`config.mk`:
```
export PLATFORM = sky130hd
export DESIGN_NAME = jt12_cen_chain
export DESIGN_NICKNAME = d
export VERILOG_FILES = /design/src/rtl/jt12_cen_chain.sv
export SDC_FILE = /design/constraint.sdc
export NUM_CORES = 1
export LEC_CHECK = 0
export ABC_AREA = 0
export BUFFER_PORTS_ARGS = -buffer_cell sky130_fd_sc_hd__buf_2
export CAP_MARGIN = 10
export CORE_UTILIZATION = 55
export DETAILED_ROUTE_END_ITERATION = 16
export GPL_ROUTABILITY_DRIVEN = 0
export PLACE_DENSITY_LB_ADDON = 0.2
export SYNTH_ARGS = -nofsm -noshare
export SYNTH_HDL_FRONTEND = slang
export SYNTH_SLANG_ARGS = --single-unit
```
`constraint.sdc`:
```
create_clock -name clk -period 2.5 [get_ports clk]
set_input_delay 0.625 -clock clk [delete_from_list [all_inputs] [get_ports clk]]
set_output_delay 0.625 -clock clk [all_outputs]
set_load 0.005 [all_outputs]
```
`src/rtl/jt12_cen_chain.sv`:
```
// Clock-enable generator: runtime-selectable prescaler followed by a cascade of
// integer dividers, all phase-aligned, with glitch-free setting changes and resync.
module jt12_cen_chain #(
    parameter int                  W           = 5,
    parameter int                  STAGES      = 3,
    parameter logic [W*STAGES-1:0] DIVS        = {5'd2, 5'd6, 5'd12},
    parameter int                  PRE0        = 6,
    parameter int                  PRE1        = 2,
    parameter int                  PRE2        = 6,
    parameter int                  PRE3        = 3,
    parameter logic [1:0]          DEF_SETTING = 2'd2
) (
    input  logic              clk,
    input  logic              rst_n,
    input  logic              cen,
    input  logic [1:0]        div_setting,
    input  logic              sync,
    output logic              cen_main,
    output logic [STAGES-1:0] cen_stage,
    output logic              pres_busy
);

    // Terminal counts (divisor - 1); divisors of 0 or 1 both give a count of 0
    localparam logic [W-1:0] LIM0 = (PRE0 <= 1) ? '0 : W'(PRE0 - 1);
    localparam logic [W-1:0] LIM1 = (PRE1 <= 1) ? '0 : W'(PRE1 - 1);
    localparam logic [W-1:0] LIM2 = (PRE2 <= 1) ? '0 : W'(PRE2 - 1);
    localparam logic [W-1:0] LIM3 = (PRE3 <= 1) ? '0 : W'(PRE3 - 1);

    logic [W-1:0] pres_cnt_reg;
    logic [W-1:0] pres_cnt_next;
    logic [W-1:0] pres_lim;
    logic [1:0]   act_sel_reg;
    logic [1:0]   act_sel_next;
    logic [1:0]   pend_sel_reg;
    logic [1:0]   pend_sel_next;
    logic         pend_vld_reg;
    logic         pend_vld_next;
    logic [1:0]   req_sel;
    logic [1:0]   base_sel;
    logic         tick;
    logic         pres_wrap;
    logic         change;

    always_comb begin
        case (act_sel_reg)
            2'd0:    pres_lim = LIM0;
            2'd1:    pres_lim = LIM1;
            2'd2:    pres_lim = LIM2;
            default: pres_lim = LIM3;
        endcase
    end

    // No pulse can escape while reset is held, even though counters sit at zero
    assign tick      = cen & ~sync & rst_n;
    assign pres_wrap = tick & (pres_cnt_reg >= pres_lim);
    assign cen_main  = tick & (pres_cnt_reg == '0);
    assign pres_busy = pend_vld_reg;

    assign req_sel  = pend_vld_reg ? pend_sel_reg : act_sel_reg;
    assign change   = (div_setting != req_sel);
    assign base_sel = (pres_wrap && pend_vld_reg) ? pend_sel_reg : act_sel_reg;

    always_comb begin
        act_sel_next  = act_sel_reg;
        pend_sel_next = pend_sel_reg;
        pend_vld_next = pend_vld_reg;
        pres_cnt_next = pres_cnt_reg;
        if (sync) begin
            // div_setting is either the outstanding request or a newer one
            act_sel_next  = div_setting;
            pend_sel_next = div_setting;
            pend_vld_next = 1'b0;
            pres_cnt_next = '0;
        end else begin
            act_sel_next = base_sel;
            if (pres_wrap) begin
                pend_vld_next = 1'b0;
            end
            if (change) begin
                pend_sel_next = div_setting;
                pend_vld_next = (div_setting != base_sel);
            end
            if (tick) begin
                pres_cnt_next = pres_wrap ? '0 : pres_cnt_reg + 1'b1;
            end
        end
    end

    always_ff @(posedge clk or negedge rst_n) begin
        if (!rst_n) begin
            pres_cnt_reg <= '0;
            act_sel_reg  <= DEF_SETTING;
            pend_sel_reg <= DEF_SETTING;
            pend_vld_reg <= 1'b0;
        end else begin
            pres_cnt_reg <= pres_cnt_next;
            act_sel_reg  <= act_sel_next;
            pend_sel_reg <= pend_sel_next;
            pend_vld_reg <= pend_vld_next;
        end
    end

    generate
        for (genvar gi = 0; gi < STAGES; gi++) begin : g_stage
            localparam logic [W-1:0] DIV = DIVS[gi*W +: W];
            localparam logic [W-1:0] LIM = (DIV <= 1) ? '0 : DIV - 1'b1;

            logic [W-1:0] stg_cnt_reg;
            logic         stg_adv;

            if (gi == 0) begin : g_first
                assign stg_adv = cen_main;
            end else begin : g_next
                assign stg_adv = cen_stage[gi-1];
            end

            assign cen_stage[gi] = stg_adv & (stg_cnt_reg == '0);

            always_ff @(posedge clk or negedge rst_n) begin
                if (!rst_n) begin
                    stg_cnt_reg <= '0;
                end else if (sync) begin
                    stg_cnt_reg <= '0;
                end else if (stg_adv) begin
                    stg_cnt_reg <= (stg_cnt_reg >= LIM) ? '0 : stg_cnt_reg + 1'b1;
                end
            end
        end
    endgenerate

endmodule

```
==> results of run 1 <==
[worst max path at each step]
stage | startpoint | slack [ns] | depth (start not counted) | end
2_1_floorplan | g_stage[1].stg_cnt_reg[0] | 0.49 | 5 | cen_stage[2]
3_3_place_gp | sync | 0.21 | 6 | cen_stage[2]
5_1_grt | g_stage[0].stg_cnt_reg[1] | -0.06 | 7 | cen_stage[2]
3_5_place_dp | sync | 0.14 | 6 | cen_stage[2]
6_report | g_stage[1].stg_cnt_reg[1] | 0.03 | 6 | cen_stage[2]
4_1_cts | g_stage[1].stg_cnt_reg[0] | 0.006 | 6 | cen_stage[2]
[layer usage]
layer / GRT usage / wire length (um)
met1: 0.295 / 1420
met2: 0.391 / 1680
met3: 0.0304 / 83
met4: 0.0429 / 17
met5: 0 / 0
[cells in the final DEF, fill, tap and decap left out, drive strengths merged, types with 3 or more instances in the layout]
cell type	netlist	layout
nand2	9	9
inv	11	11
mux2i	4	4
nand3	7	7
or3	3	3
mux2	5	5
and2	6	6
a21oi	7	7
xnor2	3	3
nor3b	3	3
clkbuf	1	3
nor2	7	7
nor3	4	4
buf	4	27
o21ai	8	8
dfrtp	23	23
ha	13	13
[through the flow]
stage	cell area (um^2)	power, W	utilization	cells
finish	1820	0.000914	0.664	207
global route	1820	0.000960	0.664	207
CTS	1770	0.000903	0.646	203
detailed placement	1660	0.000704	0.607	190
global placement	1660	0.000691	0.607	190
floorplan	1570	0.000640	-	150
[power by group]
part	switching, W	internal, W
sequential	0.0000232	0.000429
clock	0.000125	0.0000598
combinational	0.000140	0.000136
total	0.000289	0.000625
[cell type report]
type,instances,area share
multi-input combinational,109,0.496
clock buffer,3,0.0124
inverter,11,0.0241
tap,31,0.0214
timing repair buffer,27,0.0979
sequential,25,0.346
clock inverter,1,0.00276
[cell usage after synthesis (3+ instances only)]
cell type  instances
or3_1              3
ha_1              13
buf_4              3
mux2_2             5
inv_1             11
nor2_1             5
o21ai_0            4
o21ai_1            4
nand3_1            7
mux2i_1            4
dfrtp_1           23
and2_1             6
xnor2_1            3
a21oi_1            7
nand2_1            9
nor3_1             3
[cells by family after synthesis]
group	share of synthesized area
simple gates	0.221
compound gates	0.140
flops	0.400
buf+inv	0.0462
fa+ha+maj	0.104
mux	0.0613
xor+xnor	0.0279
[repair_timing]
item,4_1_cts,5_1_grt
buffers inserted,9,4
setup endpoints to repair,1,3
hold buffers,0,0
gates cloned,0,0
gates resized for setup,5,6
pin swaps,2,2
==> flow_metrics.tcl, run 1 <==
set metrics [dict create \
    synthArstFlopShare 1.00 \
    num_io_pins 11 \
    syn_area_mm2 0.00157 \
    r2r_start "pres_cnt_reg[0]" \
    first_global_vias 1241 \
    clock.fmax_ghz 0.405 \
    clock-sinks 25 \
    die_area_mm2 0.00308 \
    drv_cap 0 \
    yosys_warnings 0 \
    critPathArrivalTime_ns 1.85 \
    viasPerCell 5.80 \
    antenna_found_initial 0 \
    path_class "flop to output pin" \
    worstPathRequired_ns 1.88 \
    io_buffers 10 \
    cp_top_family "simple AND/OR/NAND/NOR gates" \
    post-route-drc-count 0 \
    synth_area_leader_cell "dfrtp_1" \
    hold_slack_ns 0.291 \
    first_pass_iters 4 \
    place_hpwl_um 2280 \
    gr-usage-all-layers 0.223 \
    ir_drop_mv 0.403 \
    rows 19 \
    path_clk_slew_ns 0.14 \
    drive_above_1_share 0.330 \
    power.density_mw_per_mm2 503 \
    multi_input_area_um2 900 \
    ys.flop_type "dfrtp_1" \
    clock-skew-final_ns 0.00272 \
    critical_path.slowest_cell "or4b_4" \
    synth-seq-area-share 0.400 \
    finalHoldViolCount 0 \
    path_buf_inv 2 \
    design.core.area_mm2 0.00273 \
    tritoncts "yes" \
    die_w_um 55.5 \
    relSlewSlack 0.719 \
    dp_slack_ns 0.142 \
    worst_pin_slew_ns 0.417 \
    fillers 225 \
    synth_cells 150 \
    leakage_nw 0.847 \
    routedWlPerCell_um 15.4 \
    drt-total-wl_um 3190 \
    fin_crit_sh 0.988 \
    grt_setup_unrepaired "true" \
    status "finished, final reports clean" \
    hp-class "input pin to async pin" \
    rr_endpoint "pres_busy" \
    ys_ff_latch 25 \
    htree_levels 1 \
    cp-start-kind "flop" \
    final-max-slew-violation-count 0 \
    cts_buffers 3 \
    syn_to_final_growth_pct 15.5 \
    period_needed_ns 2.47 \
    final_nets 196 \
    overflow 0 \
    syn_nets 169 \
    worstSetupEndpointType "output pin" \
    setup_viol 0 \
    ant_nets 0 \
    reg2reg_slack_ns 0.32 \
    cp_max_fo 3 \
    vias 1200 \
    slowest_delay_ns 0.49 \
    yosys-top-cells-area "dfrtp_1, ha_1, mux2_2, dfstp_2, inv_1" \
    clk_latency_ns 0.31 \
    synth_cell_type_count 48 \
    grt_max_degree 27 \
    floorplan.initialDensity 0.575 \
    ff2ff_path_depth 9 \
    cts-root-buf "clkbuf_4" \
    largest_reg_flops 15 \
    cts_buffer_depth 2 \
    synth_edf_count 0 \
    drt_iter0_drc 47 \
    die_y_um 55.5 \
    grt_first_pass_wirelength_um 5460 \
    setup_tns_ns 0 \
    worst_slack_ns 0.0295 \
    avgSynthCellArea_um2 10.5 \
    cp_cell_sequence "inv_2 -> ha_1 -> or4b_4 -> nor2_4 -> and3_4 -> buf_2" \
    antenna_cells 0 \
    synthDominantCellAreaShare 0.366 \
    regArea_um2 628 \
]
(Power assumes the default switching activity.)
==> inputs of run 2 (changes only) <==
Settings changed: PLACE_DENSITY_LB_ADDON 0.2 to 0.1.
==> flow_metrics.tcl, run 2 (synthesis gave the netlist of run 1 again) <==
set metrics [dict create \
    sequentialPowerShare 0.504 \
    status "complete, but fails checks" \
    die_area_mm2 0.00308 \
    regArea_um2 628 \
    clock.fmax_ghz 0.396 \
    num_io_pins 11 \
    antenna_found_initial 0 \
    gr-usage-all-layers 0.228 \
    critPathArrivalTime_ns 1.90 \
    critical_path.slowest_cell "dfrtp_1" \
    instances_no_fill 206 \
    cp-start-kind "flop" \
    tritoncts "yes" \
    slowest_delay_ns 0.44 \
    rows 19 \
    p_int_w 0.000621 \
    period_needed_ns 2.53 \
    clock-sinks 25 \
    drt_iter0_drc 43 \
    grt_max_degree 22 \
    clock-skew-final_ns 0.0120 \
    worstPathRequired_ns 1.88 \
    drive_above_1_share 0.286 \
    r2r_start "act_sel_reg[1]" \
    relSlewSlack 0.746 \
    finalHoldViolCount 0 \
    overflow 0 \
    post-route-drc-count 0 \
    grt_first_pass_wirelength_um 5510 \
    die_w_um 55.5 \
    vias 1190 \
    combPwrFrac 0.297 \
    power.density_mw_per_mm2 502 \
    total_power_w 0.000897 \
    hp-class "input pin to async pin" \
    drv_cap 0 \
    leakage_nw 0.845 \
    htree_levels 1 \
    viasPerCell 5.78 \
    die_y_um 55.5 \
    design.core.area_mm2 0.00273 \
    cts-root-buf "clkbuf_4" \
    multi_input_area_um2 882 \
    largest_reg_flops 15 \
    antenna_cells 0 \
    worst_slack_ns -0.0280 \
    path_class "flop to output pin" \
    dp.cells 190 \
    final_nets 195 \
    fillers 217 \
    cts_buffers 3 \
    syn_to_final_growth_pct 13.7 \
    place_hpwl_um 2210 \
    dp_slack_ns 0.156 \
    final_cell_mix "dfrtp_1, buf_4, ha_1" \
    path_clk_slew_ns 0.14 \
    drt-total-wl_um 3140 \
    worst_pin_slew_ns 0.378 \
    setup_viol 1 \
    first_global_vias 1181 \
    swShare 0.307 \
    reg2reg_slack_ns 0.37 \
    final-max-slew-violation-count 0 \
    worstSetupEndpointType "output pin" \
    hold_slack_ns 0.246 \
    io_buffers 10 \
    violations "setup timing" \
    cp_cell_sequence "inv_1 -> ha_1 -> nor4b_4 -> nand4_1 -> nor2_4 -> and3_1 -> buf_2" \
    grt_setup_unrepaired "true" \
    routedWlPerCell_um 15.3 \
    floorplan.initialDensity 0.575 \
    ff2ff_path_depth 7 \
    first_pass_iters 4 \
    cp_max_fo 5 \
    ant_nets 0 \
    clkPwrFrac 0.199 \
    rr_endpoint "pres_busy" \
    cts_hold_buf 0 \
    ir_drop_mv 0.342 \
    cts_buffer_depth 2 \
    fin_crit_sh 1.01 \
    p_sw_w 0.000275 \
    final_common_cell "dfrtp_1" \
    clk_latency_ns 0.32 \
]
-- run 2: changes by cell type in the layout (fill, tap and decap cells not counted), sizes merged --
cell and delta:
clkbuf +1, buf -1, clkinv -1
-- run 2: power by group through the flow --
| stage | clock, W | combinational [W] | sequential, W |
|---|---|---|---|
| after floorplan | 0 | 0.000184 | 0.000456 |
| after global placement | 0 | 0.000231 | 0.000461 |
| after detailed placement | 0 | 0.000237 | 0.000463 |
| after CTS | 0.000188 | 0.000261 | 0.000452 |
| after global routing | 0.000207 | 0.000295 | 0.000456 |
| final | 0.000178 | 0.000266 | 0.000452 |
-- run 2: worst max-delay path by stage --
stage	start	end	slack, ns
after detailed placement	sync	cen_stage[2]	0.16
after CTS	g_stage[0].stg_cnt_reg[1]	cen_stage[2]	0.005
final	g_stage[0].stg_cnt_reg[1]	cen_stage[2]	-0.03
after floorplan	g_stage[1].stg_cnt_reg[0]	cen_stage[2]	0.49
after global placement	sync	cen_stage[2]	0.22
after global routing	g_stage[0].stg_cnt_reg[1]	cen_stage[2]	-0.16
-- run 2: metrics by stage --
step | utilization | area [um^2] | TNS [ns]
2_1_floorplan | - | 1570 | 0
3_3_place_gp | 0.607 | 1660 | 0
3_5_place_dp | 0.607 | 1660 | 0
4_1_cts | 0.648 | 1770 | 0
5_1_grt | 0.654 | 1790 | -0.372
6_report | 0.654 | 1790 | -0.0280
-- run 2: layer usage --
| layer | up-vias | global-route usage | part of all wire |
|---|---|---|---|
| li1 | 589 | - | - |
| met3 | 4 | 0.0281 | 0.013 |
| met5 | - | 0 | 0 |
| met2 | 8 | 0.384 | 0.48 |
| met1 | 589 | 0.305 | 0.50 |
| met4 | 0 | 0.0750 | 0.0086 |
-- run 2: worst max-delay path, delay by kind of cell (launching register included) --
family / cells / cell delay [ns]
and+or+nand+nor: 4 / 0.83
DFF: 1 / 0.44
adders and majority gates: 1 / 0.14
buffers and inverters: 2 / 0.18
-- run 2: final cells by class --
| class | instances | share of cell area |
|---|---|---|
| Multi-Input combinational cell | 109 | 0.494 |
| Sequential cell | 25 | 0.352 |
| Timing Repair Buffer | 26 | 0.0952 |
| Inverter | 11 | 0.0231 |
| Tap cell | 31 | 0.0217 |
| Clock buffer | 4 | 0.0147 |
-- run 2: what timing repair did --
| item | 4_1_cts | 5_1_grt |
|---|---|---|
| setup buffers | 10 | 2 |
| endpoints found under the setup margin | 2 | 3 |
| pin swaps | 2 | 2 |
| cloned | 0 | 0 |
| resized for setup | 3 | 0 |
==> inputs of run 3 (changes only) <==
Settings changed: CORE_UTILIZATION 55 to 45.
==> flow_metrics.tcl, run 3 (synthesis gave the netlist of run 1 again) <==
set metrics [dict create \
    clkPwrFrac 0.195 \
    ant_nets 0 \
    combPwrFrac 0.303 \
    swShare 0.304 \
    ir_drop_mv 0.279 \
    syn_to_final_growth_pct 17.0 \
    finalHoldViolCount 0 \
    die_y_um 61.1 \
    critPathArrivalTime_ns 1.82 \
    cts_buffers 3 \
    relSlewSlack 0.728 \
    io_buffers 10 \
    htree_levels 1 \
    gr-usage-all-layers 0.189 \
    cts_buffer_depth 2 \
    routedWlPerCell_um 14.0 \
    worstPathRequired_ns 1.88 \
    final_cell_mix "dfrtp_1, buf_4, ha_1" \
    grt_first_pass_wirelength_um 5200 \
    rows 21 \
    drive_above_1_share 0.313 \
    fin_crit_sh 0.979 \
    grt_max_degree 22 \
    grt_setup_unrepaired "true" \
    overflow 0 \
    worst_pin_slew_ns 0.405 \
    num_io_pins 11 \
    post-route-drc-count 0 \
    antenna_cells 0 \
    die_area_mm2 0.00373 \
    sequentialPowerShare 0.503 \
    clock-sinks 25 \
    floorplan.initialDensity 0.471 \
    largest_reg_flops 15 \
    tritoncts "yes" \
    cp-start-kind "flop" \
    final_common_cell "dfrtp_1" \
    design.core.area_mm2 0.00334 \
    cts-root-buf "clkbuf_4" \
    leakage_nw 0.851 \
    cts_hold_buf 0 \
    place_hpwl_um 2210 \
    clock.fmax_ghz 0.408 \
    setup_viol 0 \
    clk_latency_ns 0.31 \
    drt_iter0_drc 78 \
    period_needed_ns 2.45 \
    viasPerCell 5.32 \
    power.density_mw_per_mm2 490 \
    antenna_found_initial 0 \
    clock-skew-final_ns 0.00215 \
    dp_slack_ns 0.164 \
    p_sw_w 0.000273 \
    p_int_w 0.000627 \
    setup_tns_ns 0 \
    status "finished, final reports clean" \
    total_power_w 0.000900 \
    die_w_um 61.1 \
    drv_cap 0 \
    vias 1180 \
    hp-class "input pin to async pin" \
    first_pass_iters 4 \
    drt-total-wl_um 3110 \
    final-max-slew-violation-count 0 \
    path_clk_slew_ns 0.13 \
    final_nets 196 \
    path_class "flop to output pin" \
    worstSetupEndpointType "output pin" \
    worst_slack_ns 0.0520 \
    first_global_vias 1124 \
    cp_max_fo 3 \
]
-- run 3: cell count changes in the layout (fill, tap and decap cells not counted) --
| cell | previous run | this run |
|---|---|---|
| inv_1 | 10 | 8 |
| inv_2 | 1 | 3 |
| buf_4 | 16 | 17 |
| ha_4 | 0 | 2 |
| ha_1 | 13 | 11 |
-- run 3: critical path: stages, from the launching register on --
cell and delay, ns:
dfrtp_1 0.43, inv_2 0.08, ha_4 0.13, nor4b_4 0.21, nand4_1 0.24, nor2_4 0.18
and3_1 0.15, buf_2 0.10
-- run 3: area by class of cell --
class	instances	area (um^2)
clock buffers	4	26.3
fillers	327	1500
inverters	11	41.3
multi-input cells	109	907
flip-flops and latches	25	628
well taps	46	57.6
repair buffers	27	178
-- run 3: repair_timing --
action	CTS	global route
pin swaps	2	4
setup endpoints to repair	2	3
endpoints found under the hold margin	0	0
buffers inserted	10	3
resized for setup	5	4
-- run 3: path summary, 6_finish.rpt --
check / end / slack, ns / startpoint / cells after the start
max: cen_stage[2] / 0.05 / g_stage[0].stg_cnt_reg[1] / 7
min: g_stage[0].stg_cnt_reg[4] / 0.25 / rst_n / 2
max reg2reg: pres_busy / 0.36 / act_sel_reg[1] / 7
min reg2reg: g_stage[2].stg_cnt_reg[3] / 0.50 / g_stage[2].stg_cnt_reg[3] / 1
max in group asynchronous: act_sel_reg[1] / 2.02 / rst_n / 2
min in group clk: g_stage[2].stg_cnt_reg[3] / 0.50 / g_stage[2].stg_cnt_reg[3] / 1
-- run 3: per-layer routing --
layer  GRT usage  vias to the layer above  routed length, um
li1            -                      589                  -
met1       0.263                      580               1550
met2       0.303                        9               1460
met3      0.0462                        2                 79
met4      0.0325                        0                 16
met5           0                        -                  0
-- run 3: power by group through the flow --
stage | Combinational, W | Clock, W | Sequential [W]
floorplan | 0.000184 | 0 | 0.000456
global placement | 0.000233 | 0 | 0.000461
detailed placement | 0.000237 | 0 | 0.000462
CTS | 0.000263 | 0.000188 | 0.000452
global route | 0.000302 | 0.000204 | 0.000458
finish | 0.000272 | 0.000175 | 0.000452
-- run 3: metrics by stage --
| stage | utilization | instance area (um^2) | hold WS, ns | cells |
|---|---|---|---|---|
| 2_1_floorplan | - | 1570 | 0.329 | 150 |
| 3_3_place_gp | 0.503 | 1680 | 0.472 | 205 |
| 3_5_place_dp | 0.503 | 1680 | 0.475 | 205 |
| 4_1_cts | 0.537 | 1790 | 0.245 | 219 |
| 5_1_grt | 0.551 | 1840 | 0.237 | 222 |
| 6_report | 0.551 | 1840 | 0.254 | 222 |
